## config.mk

```make
export PLATFORM = sky130hd
export DESIGN_NAME = systolic_array_sequencer_flat
export DESIGN_NICKNAME = d
export VERILOG_FILES = /design/src/rtl/systolic_array_pkg.sv /design/src/rtl/systolic_array_sequencer_if.sv /design/src/rtl/systolic_array_seq_counter.sv /design/src/rtl/systolic_array_sequencer.sv /design/src/flat_wrapper.sv
export SDC_FILE = /design/constraint.sdc
export NUM_CORES = 1
export LEC_CHECK = 0
export BUFFER_PORTS_ARGS = -buffer_cell sky130_fd_sc_hd__buf_2
export CAP_MARGIN = 20
export CORE_AREA = 5 5 105 107
export DETAILED_ROUTE_END_ITERATION = 10
export DIE_AREA = 0 0 110 112
export PLACE_DENSITY = 0.55
export SLEW_MARGIN = 10
export SYNTH_ARGS = -nofsm -noshare
export SYNTH_HDL_FRONTEND = slang
export SYNTH_SLANG_ARGS = --single-unit
export TNS_END_PERCENT = 5
```

## constraint.sdc

```tcl
create_clock -name clk -period 2.2 [get_ports clk]
set_input_delay 0.66 -clock clk [delete_from_list [all_inputs] [get_ports clk]]
set_output_delay 0.66 -clock clk [all_outputs]
set_load 0.01 [all_outputs]
```

## src/rtl/systolic_array_pkg.sv

```systemverilog
// Shared types and sizing for the systolic array sequencer.
// Holds the default dimensions, FSM state encoding and row-kind encoding.
package systolic_array_pkg;

  localparam int SA_N  = 4;
  localparam int SA_DW = 16;

  typedef enum logic [2:0] {
    S_IDLE,
    S_WAIT_DRAIN,
    S_WAIT_SPACE,
    S_WEIGHTS,
    S_INPUTS
  } seq_state_e;

  typedef enum logic {
    ROW_INPUT  = 1'b0,
    ROW_WEIGHT = 1'b1
  } row_kind_e;

  function automatic int row_w(input int n);
    return (n > 1) ? $clog2(n) : 1;
  endfunction

endpackage

```

## src/rtl/systolic_array_sequencer_if.sv

```systemverilog
// Command, scratchpad-read, array-load and status bundle of the sequencer.
// master = host/scratchpad/array side, slave = sequencer.
interface systolic_array_sequencer_if
  import systolic_array_pkg::*;
#(
  parameter int N  = SA_N,
  parameter int DW = SA_DW,
  localparam int RW = row_w(N)
);

  logic          cmd_valid;
  logic          cmd_ready;
  logic          cmd_weights;

  logic          rd_en;
  logic          rd_weight;
  logic [RW-1:0] rd_row;
  logic [N*DW-1:0] rd_data_a;
  logic [N*DW-1:0] rd_data_b;

  logic          weight_en;
  logic          input_en;
  logic          partial_en;
  logic [RW-1:0] row_in_en;
  logic [RW-1:0] row_ps_en;
  logic [N*DW-1:0] array_in;
  logic [N*DW-1:0] array_in_partials;
  logic          drained;
  logic          fifo_has_space;

  logic          busy;
  logic          done;

  modport master (
    output cmd_valid, cmd_weights,
    output rd_data_a, rd_data_b,
    output drained, fifo_has_space,
    input  cmd_ready, rd_en, rd_weight, rd_row,
    input  weight_en, input_en, partial_en,
    input  row_in_en, row_ps_en,
    input  array_in, array_in_partials,
    input  busy, done
  );

  modport slave (
    input  cmd_valid, cmd_weights,
    input  rd_data_a, rd_data_b,
    input  drained, fifo_has_space,
    output cmd_ready, rd_en, rd_weight, rd_row,
    output weight_en, input_en, partial_en,
    output row_in_en, row_ps_en,
    output array_in, array_in_partials,
    output busy, done
  );

endinterface

```

## src/rtl/systolic_array_seq_counter.sv

```systemverilog
// Loadable up/down row counter wrapping inside 0..N-1.
// tc flags the last row in the current direction.
module systolic_array_seq_counter
  import systolic_array_pkg::*;
#(
  parameter int N = SA_N,
  localparam int RW = row_w(N)
) (
  input  logic          clk,
  input  logic          nRST,
  input  logic          load,
  input  logic [RW-1:0] load_val,
  input  logic          en,
  input  logic          down,
  output logic [RW-1:0] cnt,
  output logic          tc
);

  localparam logic [RW-1:0] LAST = RW'(N - 1);

  logic [RW-1:0] nxt;

  always_comb begin
    nxt = cnt;
    if (down) nxt = (cnt == '0) ? LAST : cnt - RW'(1);
    else      nxt = (cnt == LAST) ? '0 : cnt + RW'(1);
  end

  assign tc = down ? (cnt == '0) : (cnt == LAST);

  always_ff @(posedge clk) begin
    if (!nRST)     cnt <= '0;
    else if (load) cnt <= load_val;
    else if (en)   cnt <= nxt;
  end

endmodule

```

## src/rtl/systolic_array_sequencer.sv

```systemverilog
// Streams weight rows then input/partial rows from scratchpad into the array.
// Define SA_SEQ_DOUBLE_BUFFER_EN to gate weight loads on fifo_has_space.
module systolic_array_sequencer
  import systolic_array_pkg::*;
#(
  parameter int N  = SA_N,
  parameter int DW = SA_DW,
  localparam int RW = row_w(N)
) (
  input logic clk,
  input logic nRST,
  systolic_array_sequencer_if.slave bus
);

  localparam logic [RW-1:0] LAST = RW'(N - 1);

  seq_state_e    state;
  logic          gap;
  row_kind_e     kind;
  logic          go_w;
  logic          ld;
  logic [RW-1:0] ld_val;
  logic          cen;
  logic          down;
  logic [RW-1:0] cnt;
  logic          tc;
  logic [N*DW-1:0] a_row;
  logic [N*DW-1:0] b_row;

  assign a_row = bus.rd_data_a;
  assign b_row = bus.rd_data_b;
  assign down  = (state == S_WEIGHTS);

`ifdef SA_SEQ_DOUBLE_BUFFER_EN
  // Shadow weight buffer: no need to wait for the array to empty.
  assign go_w = bus.fifo_has_space;
`else
  assign go_w = bus.drained;
`endif

  systolic_array_seq_counter #(.N(N)) u_cnt (
    .clk      (clk),
    .nRST     (nRST),
    .load     (ld),
    .load_val (ld_val),
    .en       (cen),
    .down     (down),
    .cnt      (cnt),
    .tc       (tc)
  );

  always_ff @(posedge clk) begin
    if (!nRST) begin
      state <= S_IDLE;
      gap   <= 1'b0;
    end else begin
      unique case (state)
        S_IDLE: if (bus.cmd_valid)
          state <= bus.cmd_weights ? S_WAIT_DRAIN : S_WAIT_SPACE;
        S_WAIT_DRAIN: if (go_w)
          state <= S_WEIGHTS;
        S_WAIT_SPACE: if (bus.fifo_has_space) begin
          state <= S_INPUTS;
          gap   <= 1'b0;
        end
        S_WEIGHTS: if (tc) begin
          state <= S_INPUTS;
          gap   <= 1'b0;
        end
        S_INPUTS: begin
          gap <= !gap;
          if (gap && tc) state <= S_IDLE;
        end
        default: state <= S_IDLE;
      endcase
    end
  end

  // Reads lead drives by one cycle to match the scratchpad latency.
  always_comb begin
    bus.cmd_ready         = !nRST || (state == S_IDLE);
    bus.busy              = nRST && (state != S_IDLE);
    bus.done              = 1'b0;
    bus.rd_en             = 1'b0;
    bus.rd_row            = '0;
    bus.weight_en         = 1'b0;
    bus.input_en          = 1'b0;
    bus.partial_en        = 1'b0;
    bus.row_in_en         = '0;
    bus.row_ps_en         = '0;
    bus.array_in          = '0;
    bus.array_in_partials = '0;
    kind                  = ROW_INPUT;
    ld                    = 1'b0;
    ld_val                = '0;
    cen                   = 1'b0;
    if (nRST) begin
      unique case (state)
        S_WAIT_DRAIN: if (go_w) begin
          bus.rd_en  = 1'b1;
          kind       = ROW_WEIGHT;
          bus.rd_row = LAST;
          ld         = 1'b1;
          ld_val     = LAST;
        end
        S_WAIT_SPACE: if (bus.fifo_has_space) begin
          bus.rd_en = 1'b1;
          ld        = 1'b1;
        end
        S_WEIGHTS: begin
          bus.weight_en = 1'b1;
          bus.row_in_en = cnt;
          bus.array_in  = a_row;
          bus.rd_en     = 1'b1;
          if (tc) begin
            ld = 1'b1;
          end else begin
            kind       = ROW_WEIGHT;
            bus.rd_row = cnt - RW'(1);
            cen        = 1'b1;
          end
        end
        S_INPUTS: begin
          if (!gap) begin
            bus.input_en          = 1'b1;
            bus.partial_en        = 1'b1;
            bus.row_in_en         = cnt;
            bus.row_ps_en         = cnt;
            bus.array_in          = a_row;
            bus.array_in_partials = b_row;
          end else if (tc) begin
            bus.done = 1'b1;
          end else begin
            bus.rd_en  = 1'b1;
            bus.rd_row = cnt + RW'(1);
            cen        = 1'b1;
          end
        end
        default: ;
      endcase
    end
    bus.rd_weight = (kind == ROW_WEIGHT);
  end

endmodule
```

## src/flat_wrapper.sv

```systemverilog
// flat-port wrapper written by rule: the top's interface ports become plain ports
module systolic_array_sequencer_flat import systolic_array_pkg::*;
#(
  parameter int N  = SA_N,
  parameter int DW = SA_DW,
  localparam int RW = row_w(N)
)
  (clk, nRST, bus_cmd_valid, bus_cmd_weights, bus_rd_data_a, bus_rd_data_b, bus_drained, bus_fifo_has_space, bus_cmd_ready, bus_rd_en, bus_rd_weight, bus_rd_row, bus_weight_en, bus_input_en, bus_partial_en, bus_row_in_en, bus_row_ps_en, bus_array_in, bus_array_in_partials, bus_busy, bus_done);
  systolic_array_sequencer_if #(.N(N), .DW(DW)) bus_i ();
  input logic clk;
  input logic nRST;
  input wire logic [$bits(bus_i.cmd_valid)-1:0] bus_cmd_valid;
  input wire logic [$bits(bus_i.cmd_weights)-1:0] bus_cmd_weights;
  input wire logic [$bits(bus_i.rd_data_a)-1:0] bus_rd_data_a;
  input wire logic [$bits(bus_i.rd_data_b)-1:0] bus_rd_data_b;
  input wire logic [$bits(bus_i.drained)-1:0] bus_drained;
  input wire logic [$bits(bus_i.fifo_has_space)-1:0] bus_fifo_has_space;
  output wire logic [$bits(bus_i.cmd_ready)-1:0] bus_cmd_ready;
  output wire logic [$bits(bus_i.rd_en)-1:0] bus_rd_en;
  output wire logic [$bits(bus_i.rd_weight)-1:0] bus_rd_weight;
  output wire logic [$bits(bus_i.rd_row)-1:0] bus_rd_row;
  output wire logic [$bits(bus_i.weight_en)-1:0] bus_weight_en;
  output wire logic [$bits(bus_i.input_en)-1:0] bus_input_en;
  output wire logic [$bits(bus_i.partial_en)-1:0] bus_partial_en;
  output wire logic [$bits(bus_i.row_in_en)-1:0] bus_row_in_en;
  output wire logic [$bits(bus_i.row_ps_en)-1:0] bus_row_ps_en;
  output wire logic [$bits(bus_i.array_in)-1:0] bus_array_in;
  output wire logic [$bits(bus_i.array_in_partials)-1:0] bus_array_in_partials;
  output wire logic [$bits(bus_i.busy)-1:0] bus_busy;
  output wire logic [$bits(bus_i.done)-1:0] bus_done;
  assign bus_i.cmd_valid = bus_cmd_valid;
  assign bus_i.cmd_weights = bus_cmd_weights;
  assign bus_i.rd_data_a = bus_rd_data_a;
  assign bus_i.rd_data_b = bus_rd_data_b;
  assign bus_i.drained = bus_drained;
  assign bus_i.fifo_has_space = bus_fifo_has_space;
  assign bus_cmd_ready = bus_i.cmd_ready;
  assign bus_rd_en = bus_i.rd_en;
  assign bus_rd_weight = bus_i.rd_weight;
  assign bus_rd_row = bus_i.rd_row;
  assign bus_weight_en = bus_i.weight_en;
  assign bus_input_en = bus_i.input_en;
  assign bus_partial_en = bus_i.partial_en;
  assign bus_row_in_en = bus_i.row_in_en;
  assign bus_row_ps_en = bus_i.row_ps_en;
  assign bus_array_in = bus_i.array_in;
  assign bus_array_in_partials = bus_i.array_in_partials;
  assign bus_busy = bus_i.busy;
  assign bus_done = bus_i.done;
  systolic_array_sequencer #(.N(N), .DW(DW)) u_core (.clk(clk), .nRST(nRST), .bus(bus_i));
endmodule
```

# Word-level counts from Yosys, hierarchy flattened
# Cells that the tools add are included.
[word_totals]
reg_bits = 6
inputBits = 134
output_inout_bits = 142
elab_cells = 82
[classes]
addsub = 2
eq_ne = 10
muxes = 55
reduce_logical = 12
[ops]
columns = ["op", "count"]
rows = [
  ["64-bit 2-to-1 mux", 5],
  ["64-bit one-hot mux with 2 select lines", 1],
  ["2-bit 2-to-1 mux", 16],
  ["1-bit 2-to-1 mux", 20],
  ["3-bit 2-to-1 mux", 5],
  ["3-bit one-hot mux with 5 select lines", 1],
  ["3-bit by 2-bit equality test with 1-bit output (second input constant)", 2],
  ["2-bit != test (second input constant)", 3],
  ["1-bit one-hot mux with 3 select lines", 2],
  ["2-bit one-hot mux with 3 select lines", 1],
  ["3-bit nonzero test", 2],
  ["5-bit AND reduction", 1],
  ["2-bit by 1-bit != test with 1-bit output (second input constant)", 2],
  ["1-bit one-hot mux with 2 select lines", 2],
  ["1-bit one-hot mux with 4 select lines", 1],
  ["2-bit one-hot mux with 2 select lines", 1],
  ["3-bit by 1-bit equality test with 1-bit output (second input constant)", 1],
  ["3-bit equality test (second input constant)", 1],
  ["3-bit logical NOT", 1],
  ["3-bit AND reduction", 1],
  ["2-bit by 1-bit adder with 2-bit output (second input constant)", 1],
  ["2-bit equality test (second input constant)", 1],
  ["1-bit logical AND", 2],
  ["1-bit logical NOT", 2],
  ["4 further kinds", 4],
]

# Logic depth before layout (Yosys ltp)
[logic_depth]
word_depth = 8
mapped_depth = 6
depth_no_buf = 6

# Cells and area by module
# Synthesis repeated with hierarchy kept, for this count alone.
[hier_totals]
cells_unflattened = 233
hier_area_um2 = 1549.0
[by_module_without_submodules]
columns = ["mod", "n_inst", "cells_per_inst", "area_per_inst_um2", "seq_area_each_um2"]
rows = [
  ["systolic_array_sequencer", 1, 215, 1393.8, 80.1],
  ["systolic_array_seq_counter", 1, 18, 155.1, 40.0],
]

# Least setup slack after synthesis
# Ideal clock, no wire load.
[synth_path]
kind = "in2out"
start = "input port bus_fifo_has_space"
end = "output port bus_rd_en"
arrival_ns = 1.440
t_required_ns = 1.540
setup_slack_ns = 0.100
path_stages = 3
n_path_buf = 0
path_cell_list = "or2_2 > a32o_1 > o221a_1"
[synth_via]
elab_chain_cells = 3
[synth_rtl]
columns = ["item", "line", "rtl"]
rows = [
  ["from (decl)", "flat_wrapper.sv:17", "input wire logic [$bits(bus_i.fifo_has_space)-1:0] bus_fifo_has_space;"],
  ["1-bit 2-to-1 mux", "systolic_array_sequencer.sv:106", "S_WAIT_SPACE: if (bus.fifo_has_space) begin"],
  ["1-bit one-hot mux with 4 select lines", "systolic_array_sequencer.sv:98", "unique case (state)"],
  ["1-bit 2-to-1 mux", "systolic_array_sequencer.sv:97", "if (nRST) begin"],
  ["to (decl)", "flat_wrapper.sv:19", "output wire logic [$bits(bus_i.rd_en)-1:0] bus_rd_en;"],
]
# Every way passes these cells.

# Worst setup path after layout
# Ends and elaborated chain as after synthesis.

==> run summary <==
The post-synth net total was 368; the overall routing resource usage was 12.1%. The ratio of cells with drive above 1 in the final layout works out to 63.9%. Largest vdd supply drop: 0.200 mV.

The tools report the final standard cell utilization of the core as 33.2%. The share of the cycle needed by the critical path after routing was 105%. The clock arrives with 5.10 ps of skew. After synthesis, the cell types taking the most area are sky130_fd_sc_hd__and2_1 27%, sky130_fd_sc_hd__and3_1 27%, sky130_fd_sc_hd__dfxtp_1 7.8%.

For the overflow left after global routing, the log shows 0. For the number of DRC violations after detailed routing, the log shows 0. From left edge to right edge, the die measures 110 um. The core region is 10,000 um2. Buffers inserted during clock tree synthesis total 3. For this run, the post-layout net count is 640.

The max-slew violation total from the final report was 0. Data on the critical path arrives at its endpoint at 1640 ps. In this run the cell area of the synthesized design comes to 1550 um2. The logs give 4 for the number of search-and-repair iterations in the first detailed-routing pass and 583 ps for the worst slack on hold paths.

The count of H-tree levels built during CTS was 1. The post-synthesis area per instance was 6.67 um2. First-pass GRT wire length: 12.3 mm. At the pin with the least slew margin, the transition time is 297 ps. For this block, the initial DRC count from the detailed router was 103.

For the finished layout, the period the worst path requires is 2300 ps. Summed over all nets, the half-perimeter wirelength after detailed placement is 7.49 mm. Worst setup margin: -104 ps.

The parity-gate share of the synthesized area counting xor and xnor cells came out at 0.566%. The critical path starts at bus_fifo_has_space. For the number of unique standard cell types used by synthesis, the log shows 36.

The ratio of routed vias to standard cells works out to 4.17. Input and output buffers added on the ports amount to 275. After clock tree synthesis, the clock-pin slew on the worst setup and hold paths is 30 ps. Dividing the detail-routed wire length by the instance count gives 14.5 um. The run finished, with violations left.

By area, the combinational part of the netlist is dominated by simple AND/OR/NAND/NOR gates. The number of cells on the worst reg-to-reg path is 6, and the number of max-capacitance violations reported is 0. Across all register-to-register paths, the minimum setup slack is 640 ps. The total via count after detailed routing was 2,662; the static leakage was 0.00235 uW. The tools report the critical path startpoint category as a primary input. The tools report the kind of end point of the critical path as an output pin. The path type of the worst min-delay path was reg2reg.

The multiplexer fraction of the synthesized cell area is 2.91%, and the final hold violation count is 0. The tools report the origin of the critical flop-to-flop path as u_core.u_cnt.cnt[0]$_SDFFE_PN0P_. The placer's final routability congestion estimate was 0.929. The repair_antennas step left the layout with diodes totalling 0. Summing the areas of all compound-gate instances in the mapped netlist gives 10.5% of the synthesized area. Of all nets on the critical path, the largest fanout is 3.

Measured against its own limit, the worst slew margin works out to 80.2%. The run gives 0 as the remaining number of nets flagged by the antenna check after routing. In this run the worst setup path terminates at bus_rd_en. The tools report the data required time at the worst endpoint as 1540 ps. The critical path is of the in2out type.

The tree is rooted in a sky130_fd_sc_hd__clkbuf_8. The number of placed instances, taps included, is 629. For this run, the register share of the synthesized area comes to 7.77%. The capture instance of the worst register-to-register path was u_core.u_cnt.cnt[0]$_SDFFE_PN0P_.

The clock net in this run drives a total of 6 sinks. Power spread over the standard cell area amounts to 222 nW/um2. The synthesized netlist devotes 1.62% of its cell area to adder and majority cells. Setup repair after global routing could not meet its margin everywhere. The synthesized design spends more area on one cell type than any other, namely sky130_fd_sc_hd__and2_1. The simple-gate share of the synthesized area came out at 66.0%.

276 I/O pins were placed. The final reports fail on negative setup slack. The die area was 12,300 um2. The number of antenna violations at the first check in global routing was 0; the timing-limited maximum frequency was 0.434 GHz. The most common cell after layout, fill and taps aside is sky130_fd_sc_hd__buf_2. The share of synthesized area in the top cell type comes to 27.1%.

The site row count was 37. TritonCTS built the clock tree. In this run the vertical extent of the chip is 112 um. Cell count after synthesis: 232. The count of filler cells inserted in the layout is 1,095. The logs give -4130 ps for the final sum of negative setup slack and 15.4% for the starting utilization of the core area. In the layout the commonest cells are 261 x sky130_fd_sc_hd__buf_2, 67 x sky130_fd_sc_hd__and3_1, 57 x sky130_fd_sc_hd__and2_1, 15 x sky130_fd_sc_hd__buf_6, 13 x sky130_fd_sc_hd__buf_4. The via count of the first global-routing pass is 2,404. The largest net degree at the start of global routing is 69.

For the wire length reported by the detailed router, the log shows 9.27 mm. The total number of yosys warnings is 0. The longest clock path from root to sink contains 2 buffers. The clock latency on the worst-skew pair was 220 ps.

The setup-violating endpoint count in the final report is 64, and the number of non-filler instances in the completed layout is 638. The synthesis-to-layout area growth was 116%. Number of flip-flops and latches in the synthesized netlist: 6.
how the worst min path moves through the flow:
stage / slack [ps] / depth (start not counted) / to / startpoint
2_1_floorplan: 550 / 2 / u_core.u_cnt.cnt[1]$_SDFFE_PN0P_ / u_core.u_cnt.cnt[1]$_SDFFE_PN0P_
3_3_place_gp: 640 / 2 / u_core.gap$_SDFFE_PN0P_ / u_core.gap$_SDFFE_PN0P_
3_5_place_dp: 650 / 2 / u_core.gap$_SDFFE_PN0P_ / u_core.gap$_SDFFE_PN0P_
4_1_cts: 660 / 2 / u_core.gap$_SDFFE_PN0P_ / u_core.gap$_SDFFE_PN0P_
5_1_grt: 620 / 2 / u_core.gap$_SDFFE_PN0P_ / u_core.gap$_SDFFE_PN0P_
6_report: 580 / 2 / u_core.gap$_SDFFE_PN0P_ / u_core.gap$_SDFFE_PN0P_
worst max-delay path, stage by stage:
cell and delay (ps):
sky130_fd_sc_hd__buf_2 110, sky130_fd_sc_hd__or2_2 260, sky130_fd_sc_hd__a32o_1 220, sky130_fd_sc_hd__o221a_1 240, sky130_fd_sc_hd__buf_2 140
metrics by stage:
step / setup WS, ps / power, uW / area [um2]
final: -104 / 740 / 3340
after floorplan: 100 / 341 / 1550
after detailed placement: -101 / 553 / 3090
after CTS: -115 / 724 / 3150
after global routing: -163 / 800 / 3340
after global placement: -88.1 / 544 / 3090
cell families (layout without fill, tap and decap cells):
| family | Yosys count | after routing |
|---|---|---|
| buffers and inverters | 31 | 301 |
| XOR/XNOR | 1 | 1 |
| flip-flops | 6 | 6 |
| AO/OA/AOI/OAI | 22 | 22 |
| adder cells (fa/ha/maj) | 2 | 2 |
| multiplexers | 4 | 4 |
| AND/OR/NAND/NOR | 166 | 166 |
registers in the layout (all words and copies together) (netlist names):
register / count
u_core.gap: 1
u_core.state: 3
u_core.u_cnt.cnt: 2
synthesized netlist by cell type, drive strengths merged:
cell and number:
o221a 1, mux2 1, inv 4, mux2i 3
clkbuf 12, and2 67, xnor2 1, nand3 3
a32o 1, a221o 1, o31ai 4, nand2 10
nand3b 2, o21ai 2, o211a 1, nor4b 1
ha 2, a41o 1, buf 15, nor3 2
a32oi 1, or2 1, and3 67, o21a 2
o211ai 1, dfxtp 6, nor2b 4, a21oi 7
nor2 8, nand2b 1
area by class of cell:
| cell class | count | area, um2 | area share, % |
|---|---|---|---|
| Inverter | 4 | 15.0 | 0.450 |
| Sequential cell | 6 | 126 | 3.79 |
| Multi-Input combinational cell | 195 | 1310 | 39.3 |
| Clock buffer | 3 | 41.3 | 1.24 |
| Tap cell | 136 | 170 | 5.10 |
| Timing Repair Buffer | 294 | 1670 | 50.1 |
power breakdown:
| part | total [uW] | internal, uW | switching [uW] |
|---|---|---|---|
| Sequential | 139 | 122 | 17.2 |
| Clock | 164 | 117 | 47.0 |
| Combinational | 436 | 228 | 208 |
metal layers:
| metal | GRT usage, % | up-vias | routed length [um] |
|---|---|---|---|
| met1 | 15.4 | 1206 | 3910 |
| met5 | 0 | - | 0 |
| li1 | - | 1327 | - |
| met3 | 1.86 | 9 | 765 |
| met4 | 1.66 | 0 | 86 |
| met2 | 21.8 | 120 | 4510 |
timing repair:
action | CTS | global route
hold buffers | 0 | 0
setup endpoints to repair | 136 | 138
setup buffers | 0 | 2
gates cloned | 0 | 4
resized for setup | 8 | 31
pin swaps | 4 | 9
No activity file was read; power rests on OpenSTA's default activity.
